<file path="src/rtl/sparse_act_sel.sv">
// sparse_act_sel: latches a group of N activations, then gathers GROUP of them
// one per sparse index into a registered valid/ready output stage.
//
// Handshakes: a transfer happens on a rising edge where valid and ready are
// both high; valid never waits on ready, and a producer holding valid keeps
// its payload stable until the transfer. act_ready is high only in IDLE;
// idx_ready is high only in SEL while the output register is empty or being
// drained in the same cycle.
module sparse_act_sel #(
    parameter int N     = 4,
    parameter int DW    = 8,
    parameter int GROUP = 2,
    parameter int IW    = $clog2(N)
) (
    input  logic            clk,
    input  logic            rst,
    input  logic [N*DW-1:0] act_in,
    input  logic            act_valid,
    output logic            act_ready,
    input  logic [IW-1:0]   idx_in,
    input  logic            idx_zero,
    input  logic            idx_valid,
    output logic            idx_ready,
    output logic [DW-1:0]   out_data,
    output logic            out_last,
    output logic            out_valid,
    input  logic            out_ready,
    output logic            err
);

    localparam logic [0:0] S_IDLE = 1'b0;
    localparam logic [0:0] S_SEL  = 1'b1;

    // cnt needs at least one bit even when GROUP is 1
    localparam int            CW       = (GROUP > 1) ? $clog2(GROUP) : 1;
    localparam logic [CW-1:0] CNT_LAST = CW'(GROUP - 1);

    logic [0:0]      state;
    logic [CW-1:0]   cnt;
    logic [N*DW-1:0] act_reg;
    logic            act_hs;
    logic            idx_hs;
    logic            cnt_last;
    logic            idx_oob;
    logic [DW-1:0]   sel_data;
    logic [DW-1:0]   next_data;

    assign act_ready = (state == S_IDLE);
    assign idx_ready = (state == S_SEL) && (!out_valid || out_ready);
    assign act_hs    = act_valid && act_ready;
    assign idx_hs    = idx_valid && idx_ready;
    assign cnt_last  = (cnt == CNT_LAST);
    // only reachable when N is not a power of two
    assign idx_oob   = (32'(idx_in) >= 32'(N));

    // N-way lane mux on the latched group; no lane matches an out-of-range index
    always_comb begin
        sel_data = '0;
        for (int k = 0; k < N; k++) begin
            if (idx_in == IW'(k)) begin
                sel_data = act_reg[k*DW +: DW];
            end
        end
        next_data = (idx_zero || idx_oob) ? '0 : sel_data;
    end

    // group FSM: IDLE latches activations, SEL counts indices to the group end
    always_ff @(posedge clk) begin
        if (rst) begin
            state   <= S_IDLE;
            cnt     <= '0;
            act_reg <= '0;
        end else begin
            case (state)
                S_IDLE: begin
                    if (act_hs) begin
                        act_reg <= act_in;
                        cnt     <= '0;
                        state   <= S_SEL;
                    end
                end
                S_SEL: begin
                    if (idx_hs) begin
                        if (cnt_last) begin
                            cnt   <= '0;
                            state <= S_IDLE;
                        end else begin
                            cnt <= cnt + CW'(1);
                        end
                    end
                end
                default: state <= S_IDLE;
            endcase
        end
    end

    // output register: reload on an index, otherwise empty when drained
    always_ff @(posedge clk) begin
        if (rst) begin
            out_data  <= '0;
            out_last  <= 1'b0;
            out_valid <= 1'b0;
        end else if (idx_hs) begin
            out_data  <= next_data;
            out_last  <= cnt_last;
            out_valid <= 1'b1;
        end else if (out_ready) begin
            out_valid <= 1'b0;
        end
    end

    // sticky flag for a non-pruned index beyond the last lane
    always_ff @(posedge clk) begin
        if (rst) begin
            err <= 1'b0;
        end else if (idx_hs && !idx_zero && idx_oob) begin
            err <= 1'b1;
        end
    end

endmodule

</file>
<file path="config.mk">
export PLATFORM = sky130hd
export DESIGN_NAME = sparse_act_sel
export DESIGN_NICKNAME = d
export VERILOG_FILES = /design/src/rtl/sparse_act_sel.sv
export SDC_FILE = /design/constraint.sdc
export NUM_CORES = 1
export LEC_CHECK = 0
export BUFFER_PORTS_ARGS = -buffer_cell sky130_fd_sc_hd__buf_2
export CAP_MARGIN = 20
export CELL_PAD_IN_SITES_DETAIL_PLACEMENT = 1
export CELL_PAD_IN_SITES_GLOBAL_PLACEMENT = 2
export CORE_ASPECT_RATIO = 0.6
export CORE_UTILIZATION = 29
export DETAILED_ROUTE_END_ITERATION = 7
export GPL_ROUTABILITY_DRIVEN = 0
export HOLD_SLACK_MARGIN = 0.06
export PLACE_DENSITY_LB_ADDON = 0.2
export SLEW_MARGIN = 20
export SYNTH_ARGS = -nofsm -noshare
export SYNTH_HDL_FRONTEND = slang
export SYNTH_SLANG_ARGS = --single-unit
export TNS_END_PERCENT = 50
</file>
<file path="constraint.sdc">
create_clock -name clk -period 1.49 [get_ports clk]
set_input_delay 0.298 -clock clk [delete_from_list [all_inputs] [get_ports clk]]
set_output_delay 0.298 -clock clk [all_outputs]
set_load 0.02 [all_outputs]
</file>
==> results of run 1 <==
==> what timing repair did <==
| item | in CTS | in global routing |
|---|---|---|
| endpoints found under the hold margin | 0 | 0 |
| gates resized for setup | 0 | 1 |
| endpoints found under the setup margin | 0 | 1 |
==> metrics by stage <==
stage	hold WS [ns]	total power, uW	cell area, um2
global placement	0.445	1580	2060
floorplan	0.433	1460	1740
CTS	0.219	2470	2170
finish	0.227	2430	2170
global route	0.233	2560	2170
detailed placement	0.451	1580	2060
==> power by group through the flow <==
stage / sequential, uW / combinational (uW) / clock [uW]
after floorplan: 1290 / 179 / 0
after global placement: 1300 / 277 / 0
after detailed placement: 1300 / 281 / 0
after CTS: 1270 / 283 / 919
after global routing: 1280 / 313 / 963
final: 1270 / 277 / 882
==> cell type report <==
type                    instances  share of cell area, %
flip-flops and latches         44                   40.6
multi-input cells             129                   35.5
repair buffers                 57                   13.8
well taps                      80                   4.61
clock buffers                   6                   3.34
clock inverters                 2                   1.61
inverters                       3                  0.519
==> worst paths after layout <==
check,from,endpoint,slack (ns),depth (start not counted)
worst min register to register,act_reg[27]$_SDFFE_PP0P_,act_reg[27]$_SDFFE_PP0P_,0.46,2
worst min-delay path,act_in[25],act_reg[25]$_SDFFE_PP0P_,0.23,3
worst max-delay path,state$_SDFF_PP0_,idx_ready,0.07,3
worst max register to register,state$_SDFF_PP0_,out_data[2]$_SDFFE_PP0P_,0.16,2
==> worst max-delay path, cell delays in order (launching register included) <==
cell and delay (ns):
dfxtp_1 0.47, inv_2 0.09, nor2_1 0.10, buf_2 0.16
==> kinds of logic (layout without fill, tap and decap cells) <==
family,after synthesis,after routing,synth area share (%)
multiplexers,8,8,10.4
other,1,1,0.215
flip-flops,44,44,50.6
buffers and inverters,19,68,5.39
AND/OR/NAND/NOR,74,74,17.3
AO/OA/AOI/OAI,46,46,16.2
==> cell usage in the layout, fill, tap and decap left out, types with 2 or more instances in the layout <==
master / netlist / layout
nor2_1: 2 / 2
buf_4: 1 / 6
nand2b_1: 2 / 2
clkbuf_8: 0 / 5
dfxtp_1: 44 / 44
a21oi_1: 35 / 35
a32o_1: 8 / 8
nor2b_2: 0 / 2
buf_2: 9 / 51
mux4_2: 8 / 8
nand2_1: 64 / 64
==> per-layer routing <==
| metal | global-route usage, % | share of wire [%] |
|---|---|---|
| met1 | 24.0 | 55 |
| met2 | 22.5 | 39 |
| met3 | 3.80 | 4.7 |
| met4 | 6.73 | 1.3 |
| met5 | 0 | 0 |
==> results.py, run 1 <==
metrics = {
    "outcome": {
        "status": "complete, no violations",
    },
    "pwr": {
        "pwr_density_cell_mw_per_mm2": 1120,
        "switching_power_uw": 577,
        "seqPwrFrac_pct": 52.4,
        "combPwrFrac_pct": 11.4,
        "p_leak_uw": 0.000900,
        "internal_power_uw": 1860,
        "ir_worst_vdd_mv": 0.392,
        "pwr-share-clk_pct": 36.3,
        "switching_share_pct": 23.7,
    },
    "synthesis": {
        "ys_seq_elements": 44,
        "yosys_warnings": 0,
        "synth-async-reset-ratio_pct": 0,
        "yosysMostFrequentCell": "nand2_1",
        "synthesis.area_mm2": 0.00174,
        "synth_top_area_share_pct": 50.6,
        "syn_nets": 232,
        "synth_flop_cell": "dfxtp_1",
        "yosysUniqueCellTypes": 24,
        "ys_seq_area_share_pct": 50.6,
        "syn_avg_cell_area_um2": 9.06,
        "synth-edff-count": 0,
        "netlist_top_cells_area": "dfxtp_1 51%, nand2_1 14%, mux4_2 10%",
        "ys_top_cells_by_count": "64 x nand2_1, 44 x dfxtp_1, 35 x a21oi_1, 9 x buf_2",
        "yosysTopAreaCell": "dfxtp_1",
        "synth_cells": 192,
    },
    "detailed_routing": {
        "wl_um": 4590,
        "via_count": 1485,
        "ant_nets": 0,
        "drc": 0,
        "drt_first_iter_violations": 35,
        "dr.pass1.iters": 4,
        "wire_per_inst_um": 14.3,
        "vias_per_cell": 4.63,
    },
    "layout": {
        "seq_area_um2": 881,
        "nNetsFinal": 280,
        "fill_cells": 691,
        "largest_reg_flops": 32,
        "syn2layout_area_growth_pct": 24.7,
        "utilization_pct": 38.2,
        "drive_gt1_share_pct": 31.1,
        "multi_input_area_um2": 771,
        "final_cells": 321,
        "n_antenna_cell": 0,
    },
    "clocking": {
        "post-cts-setup-buffers": 0,
        "root_buffer": "clkbuf_8",
        "cts_hold_buf": 0,
        "cts_buffers": 5,
        "clkSinkCount": 44,
        "cts_tree": "built",
        "clkTransAtPathRegs_ns": 0.08,
        "clockBufferDepth": 2,
        "worst_skew_pair.late_latency_ns": 0.30,
        "cts_max_level": 2,
    },
    "setup_path": {
        "cp-start-kind": "register",
        "worstPathMaxFanout": 7,
        "cp.required_ns": 1.19,
        "cp_data_arrival_time_ns": 1.12,
        "end_kind": "primary output",
        "path_class": "reg2out",
    },
    "sta": {
        "finalCritPeriodShare_pct": 95.0,
        "setup_violations": 0,
        "rsz0062_at_grt": "false",
        "drv_slew": 0,
        "hold_violations": 0,
        "tns_ns": 0,
        "fin_skew_ns": 0.00813,
        "max_freq_mhz": 707,
        "min_period_ns": 1.42,
        "worst_slack_ns": 0.0748,
    },
    "floorplanning": {
        "top_level_ports": 53,
        "die_w_um": 102,
        "rows": 21,
        "die_area_mm2": 0.00633,
        "core_area_mm2": 0.00568,
        "die_y_um": 62.0,
        "initial_utilization_pct": 30.7,
    },
    "global_route": {
        "grt_pass1_wl_um": 7250,
        "antenna_found_initial": 0,
        "track_usage_pct": 16.2,
        "grt_max_degree": 20,
        "overflow": 0,
        "grt_pass1_vias": 1437,
    },
    "placed_design": {
        "hpwl_um": 3430,
        "pre_cts_ws_ns": 0.0376,
        "dp.cells": 313,
        "port_buffers": 51,
    },
    "worst_hold_path": {
        "hold_path_class": "in2reg",
    },
    "job": {
        "cap_violations": 0,
    },
}
No activity file was read; power rests on OpenSTA's default activity.
==> run 2, diff against run 1 <==
clock period = 1.37 ns   (was 1.49 ns; I/O delays follow)
==> run 2 against run 1 <==
  * Core utilization rose by 0.18 points
  * Routed wire length is 0.91% higher
  * Global-route usage down 0.27 points
  * Via count increased by 0.81%
  * Clock skew fell by 0.0064 ns
  * Sequential power up 9%
  * Worst setup slack gained 0.014 ns
  * Worst hold slack worse by 0.019 ns
  * Critical endpoint unchanged
  * Largest cell class unchanged
  * Highest routed layer unchanged
==> results.py, run 2 (synthesized netlist as in run 1, its figures left out) <==
metrics = {
    "setup_path": {
        "path_class": "reg2out",
        "cp-start-kind": "register",
        "end_kind": "primary output",
        "cp_data_arrival_time_ns": 1.01,
        "cp.required_ns": 1.10,
        "worstPathMaxFanout": 7,
    },
    "layout": {
        "largest_reg_flops": 32,
        "final_common_cell": "nand2_1",
        "drive_gt1_share_pct": 32.9,
        "multi_input_area_um2": 776,
        "n_antenna_cell": 0,
        "fill_cells": 694,
        "utilization_pct": 38.4,
        "seq_area_um2": 886,
        "nNetsFinal": 282,
        "final_area_mm2": 0.00218,
        "syn2layout_area_growth_pct": 25.3,
        "layout_common_cells": "64 x nand2_1, 51 x buf_2, 42 x dfxtp_1",
    },
    "sta": {
        "min_period_ns": 1.28,
        "finalCritPeriodShare_pct": 93.6,
        "setup_violations": 0,
        "rsz0062_at_grt": "false",
        "fin_skew_ns": 0.00172,
        "hold_violations": 0,
        "drv_slew": 0,
        "max_freq_mhz": 780,
    },
    "detailed_routing": {
        "drt_first_iter_violations": 44,
        "drc": 0,
        "via_count": 1497,
        "wire_per_inst_um": 14.4,
        "wl_um": 4640,
        "dr.pass1.iters": 4,
        "vias_per_cell": 4.63,
        "ant_nets": 0,
    },
    "global_route": {
        "antenna_found_initial": 0,
        "grt_max_degree": 24,
        "track_usage_pct": 15.9,
        "overflow": 0,
        "grt_pass1_wl_um": 7080,
        "grt_pass1_vias": 1375,
    },
    "pwr": {
        "switching_power_uw": 661,
        "pwr_density_cell_mw_per_mm2": 1170,
        "switching_share_pct": 26.0,
        "seqPwrFrac_pct": 54.4,
        "pwr-share-clk_pct": 33.6,
        "p_leak_uw": 0.000908,
        "internal_power_uw": 1880,
        "ir_worst_vdd_mv": 0.349,
        "combPwrFrac_pct": 12.0,
    },
    "clocking": {
        "cts_hold_buf": 0,
        "worst_skew_pair.late_latency_ns": 0.30,
        "cts_max_level": 2,
        "cts_tree": "built",
        "cts_buffers": 5,
        "clockBufferDepth": 2,
        "root_buffer": "clkbuf_8",
        "clkSinkCount": 44,
        "clkTransAtPathRegs_ns": 0.08,
    },
    "placed_design": {
        "port_buffers": 51,
        "hpwl_um": 3370,
        "placed_cell_area_mm2": 0.00207,
    },
    "worst_hold_path": {
        "hold_path_class": "in2reg",
    },
    "floorplanning": {
        "die_w_um": 102,
        "die_area_mm2": 0.00633,
        "rows": 21,
        "core_area_mm2": 0.00568,
        "initial_utilization_pct": 30.7,
        "die_y_um": 62.0,
        "top_level_ports": 53,
    },
    "outcome": {
        "status": "complete, no violations",
    },
    "job": {
        "cap_violations": 0,
    },
}
-- run 2: changes by cell type in the layout (fill, tap and decap cells not counted), sizes merged --
| cell | before | now |
|---|---|---|
| clkinv | 2 | 3 |
| bufinv | 1 | 0 |
| buf | 57 | 59 |
-- run 2: worst paths after layout --
kind | from | to | slack, ns | cells after the start
max | state$_SDFF_PP0_ | idx_ready | 0.09 | 3
max reg2reg | state$_SDFF_PP0_ | cnt$_SDFFE_PP0P_ | 0.22 | 3
min reg2reg | act_reg[12]$_SDFFE_PP0P_ | act_reg[12]$_SDFFE_PP0P_ | 0.46 | 2
min | act_in[13] | act_reg[13]$_SDFFE_PP0P_ | 0.21 | 3
-- run 2: power groups by stage --
stage          registers, uW  clock network [uW]  logic, uW
4_1_cts                 1380                 885        307
6_report                1380                 855        306
3_5_place_dp            1410                   0        306
3_3_place_gp            1410                   0        302
2_1_floorplan           1400                   0        194
5_1_grt                 1390                 934        343
-- run 2: per-layer routing --
layer	wire length (um)	vias to the layer above	track usage, %
met1	2550	704	24.4
met2	1810	30	20.3
li1	-	757	-
met3	214	6	4.25
met4	65	0	7.35
met5	0	-	0
-- run 2: worst max-delay path: stages, from the launching register on --
cell and delay (ns):
dfxtp_4 0.39, inv_2 0.06, nor2_1 0.10, buf_2 0.17
-- run 2: area by class of cell --
| type | instances | share of cell area, % |
|---|---|---|
| multi-input combinational | 129 | 35.6 |
| sequential | 44 | 40.6 |
| tap | 80 | 4.59 |
| clock inverter | 2 | 0.459 |
| clock buffer | 6 | 3.79 |
| inverter | 3 | 0.516 |
| timing repair buffer | 59 | 14.5 |
-- run 2: what timing repair did --
action                     in CTS  in global routing
setup endpoints to repair       1                  1
gates resized for setup         2                  3
hold endpoints to repair        0                  0
setup buffers                   0                  1
-- run 2: through the flow --
stage                     cells  TNS (ns)  worst slack (ns)  total power [uW]  hold slack, ns
after floorplan             192         0             0.152              1590           0.410
after global placement      314    -0.232           -0.0303              1720           0.444
after detailed placement    314    -0.381           -0.0603              1720           0.447
after CTS                   322         0            0.0115              2580           0.200
after global routing        323         0           0.00645              2670           0.208
final                       323         0            0.0883              2550           0.208
==> run 3, diff against run 2 <==
CAP_MARGIN = 25   (was 20)
REMOVE_ABC_BUFFERS = 1   (was unset)
==> run 3 against run 2 <==
  * Cell count did not move
  * Clock power rose by 23%
  * Clock skew rose by 0.0070 ns
  * Critical endpoint unchanged
  * Largest cell class unchanged
  * Highest routed layer unchanged
==> results.py, run 3 (synthesized netlist as in run 1, its figures left out) <==
metrics = {
    "outcome": {
        "status": "complete, no violations",
    },
    "floorplanning": {
        "initial_utilization_pct": 30.7,
        "rows": 21,
        "die_w_um": 102,
        "die_area_mm2": 0.00633,
        "core_area_mm2": 0.00568,
        "top_level_ports": 53,
        "die_y_um": 62.0,
    },
    "setup_path": {
        "path_class": "reg2out",
        "cp_data_arrival_time_ns": 1.00,
        "r2r_setup_slack_ns": 0.13,
        "cp.required_ns": 1.10,
        "crit-reg2reg-launch": "out_valid$_SDFFE_PP0P_",
        "cp-start-kind": "register",
        "r2r-end": "out_data[6]$_SDFFE_PP0P_",
        "slowest_delay_ns": 0.39,
        "path_cells": "inv_2, nor2_1, buf_2",
        "worstPathMaxFanout": 7,
        "slowest_stage": "dfxtp_4",
        "end_kind": "primary output",
        "worstSetupStartpoint": "state$_SDFF_PP0_",
        "critPathBufInv": 2,
        "cp_top_family": "flip-flops",
        "rr_worst_depth": 3,
    },
    "layout": {
        "largest_reg_flops": 32,
        "drive_gt1_share_pct": 32.5,
        "layout_common_cells": "64 x nand2_1, 51 x buf_2, 43 x dfxtp_1",
        "n_antenna_cell": 0,
        "final_area_mm2": 0.00222,
        "syn2layout_area_growth_pct": 27.6,
        "final_cells": 323,
        "nNetsFinal": 282,
        "final_common_cell": "nand2_1",
    },
    "detailed_routing": {
        "ant_nets": 0,
        "wire_per_inst_um": 14.6,
        "dr.pass1.iters": 4,
        "drt_first_iter_violations": 82,
        "wl_um": 4710,
        "via_count": 1495,
        "vias_per_cell": 4.63,
        "drc": 0,
    },
    "sta": {
        "rsz0062_at_grt": "false",
        "finalCritPeriodShare_pct": 93.2,
        "hold_violations": 0,
        "max_freq_mhz": 783,
        "worst_slack_ns": 0.0927,
        "fin_skew_ns": 0.00876,
        "setup_violations": 0,
        "min_period_ns": 1.28,
        "drv_slew": 0,
    },
    "clocking": {
        "clkTransAtPathRegs_ns": 0.09,
        "root_buffer": "clkbuf_8",
        "worst_skew_pair.late_latency_ns": 0.30,
        "clkSinkCount": 44,
        "cts_tree": "built",
        "cts_max_level": 2,
        "cts_buffers": 5,
        "clockBufferDepth": 2,
    },
    "worst_hold_path": {
        "hp-start": "act_in[31]",
        "hold_path_class": "in2reg",
        "worst_hold_path.endpoint": "act_reg[31]$_SDFFE_PP0P_",
        "worstHoldPathCells": 3,
    },
    "placed_design": {
        "placed_cell_area_mm2": 0.00208,
        "pre_cts_ws_ns": 0.00841,
        "hpwl_um": 3460,
        "port_buffers": 51,
        "dp.cells": 314,
    },
    "global_route": {
        "overflow": 0,
        "grt_pass1_wl_um": 7290,
        "grt_max_degree": 21,
        "track_usage_pct": 15.9,
        "antenna_found_initial": 0,
        "grt_pass1_vias": 1424,
    },
    "job": {
        "cap_violations": 0,
    },
    "pwr": {
        "ir_worst_vdd_mv": 0.380,
        "p_leak_uw": 0.000923,
        "pwr_density_cell_mw_per_mm2": 1240,
    },
}
## run 3: cell count changes in the layout (fill, tap and decap cells not counted)
| cell | previous run | this run |
|---|---|---|
| buf_12 | 0 | 1 |
| dfxtp_2 | 1 | 0 |
| bufinv_16 | 0 | 1 |
| clkinv_4 | 0 | 1 |
| dfxtp_1 | 42 | 43 |
| buf_4 | 8 | 7 |
| clkinv_2 | 2 | 0 |
## run 3: how the worst max path moves through the flow
stage	to	slack, ns	depth (start not counted)
after floorplan	act_reg[0]$_SDFFE_PP0P_	-0.36	3
after global placement	out_data[0]$_SDFFE_PP0P_	0.04	4
after detailed placement	out_data[5]$_SDFFE_PP0P_	0.008	4
after CTS	idx_ready	0.02	3
after global routing	idx_ready	0.02	3
final	idx_ready	0.09	3
## run 3: per-stage QoR
step	setup TNS (ns)	hold slack [ns]	util (%)	power, uW
after floorplan	-11.50	0.343	-	1550
after global placement	0	0.444	36.7	1720
after detailed placement	0	0.450	36.7	1730
after CTS	0	0.190	39.0	2790
after global routing	0	0.202	39.1	2870
final	0	0.198	39.1	2750
## run 3: layout make-up
class,count,area [um2]
fill,687,3450
sequential,44,885
timing repair buffer,59,328
multi-input combinational,129,776
tap,80,100
inverter,3,11.3
clock buffer,6,82.6
clock inverter,2,38.8
## run 3: per-layer routing
metal | vias to the layer above | wire [um] | GRT usage (%)
met5 | - | 0 | 0
li1 | 759 | - | -
met3 | 6 | 223 | 4.25
met1 | 697 | 2560 | 23.2
met2 | 33 | 1890 | 22.8
met4 | 0 | 41 | 4.90
## run 3: where the power goes
part | internal (uW) | switching, uW | total, uW | leakage, uW
clock | 596 | 457 | 1050 | 0.0000614
combinational | 144 | 170 | 314 | 0.000501
sequential | 1340 | 41.2 | 1380 | 0.000361
total | 2080 | 668 | 2750 | 0.000923
## run 3: timing repair
action                                 CTS  global route
setup buffers                            0             1
endpoints found under the hold margin    0             0
gates resized for setup                  3             1
hold buffers                             0             0
setup endpoints to repair                1             1
## run 3: worst register-to-register path, stage by stage (launching register included)
cell and delay, ns:
dfxtp_1 0.33, nand2b_1 0.14, nand3_1 0.30, a32o_1 0.37
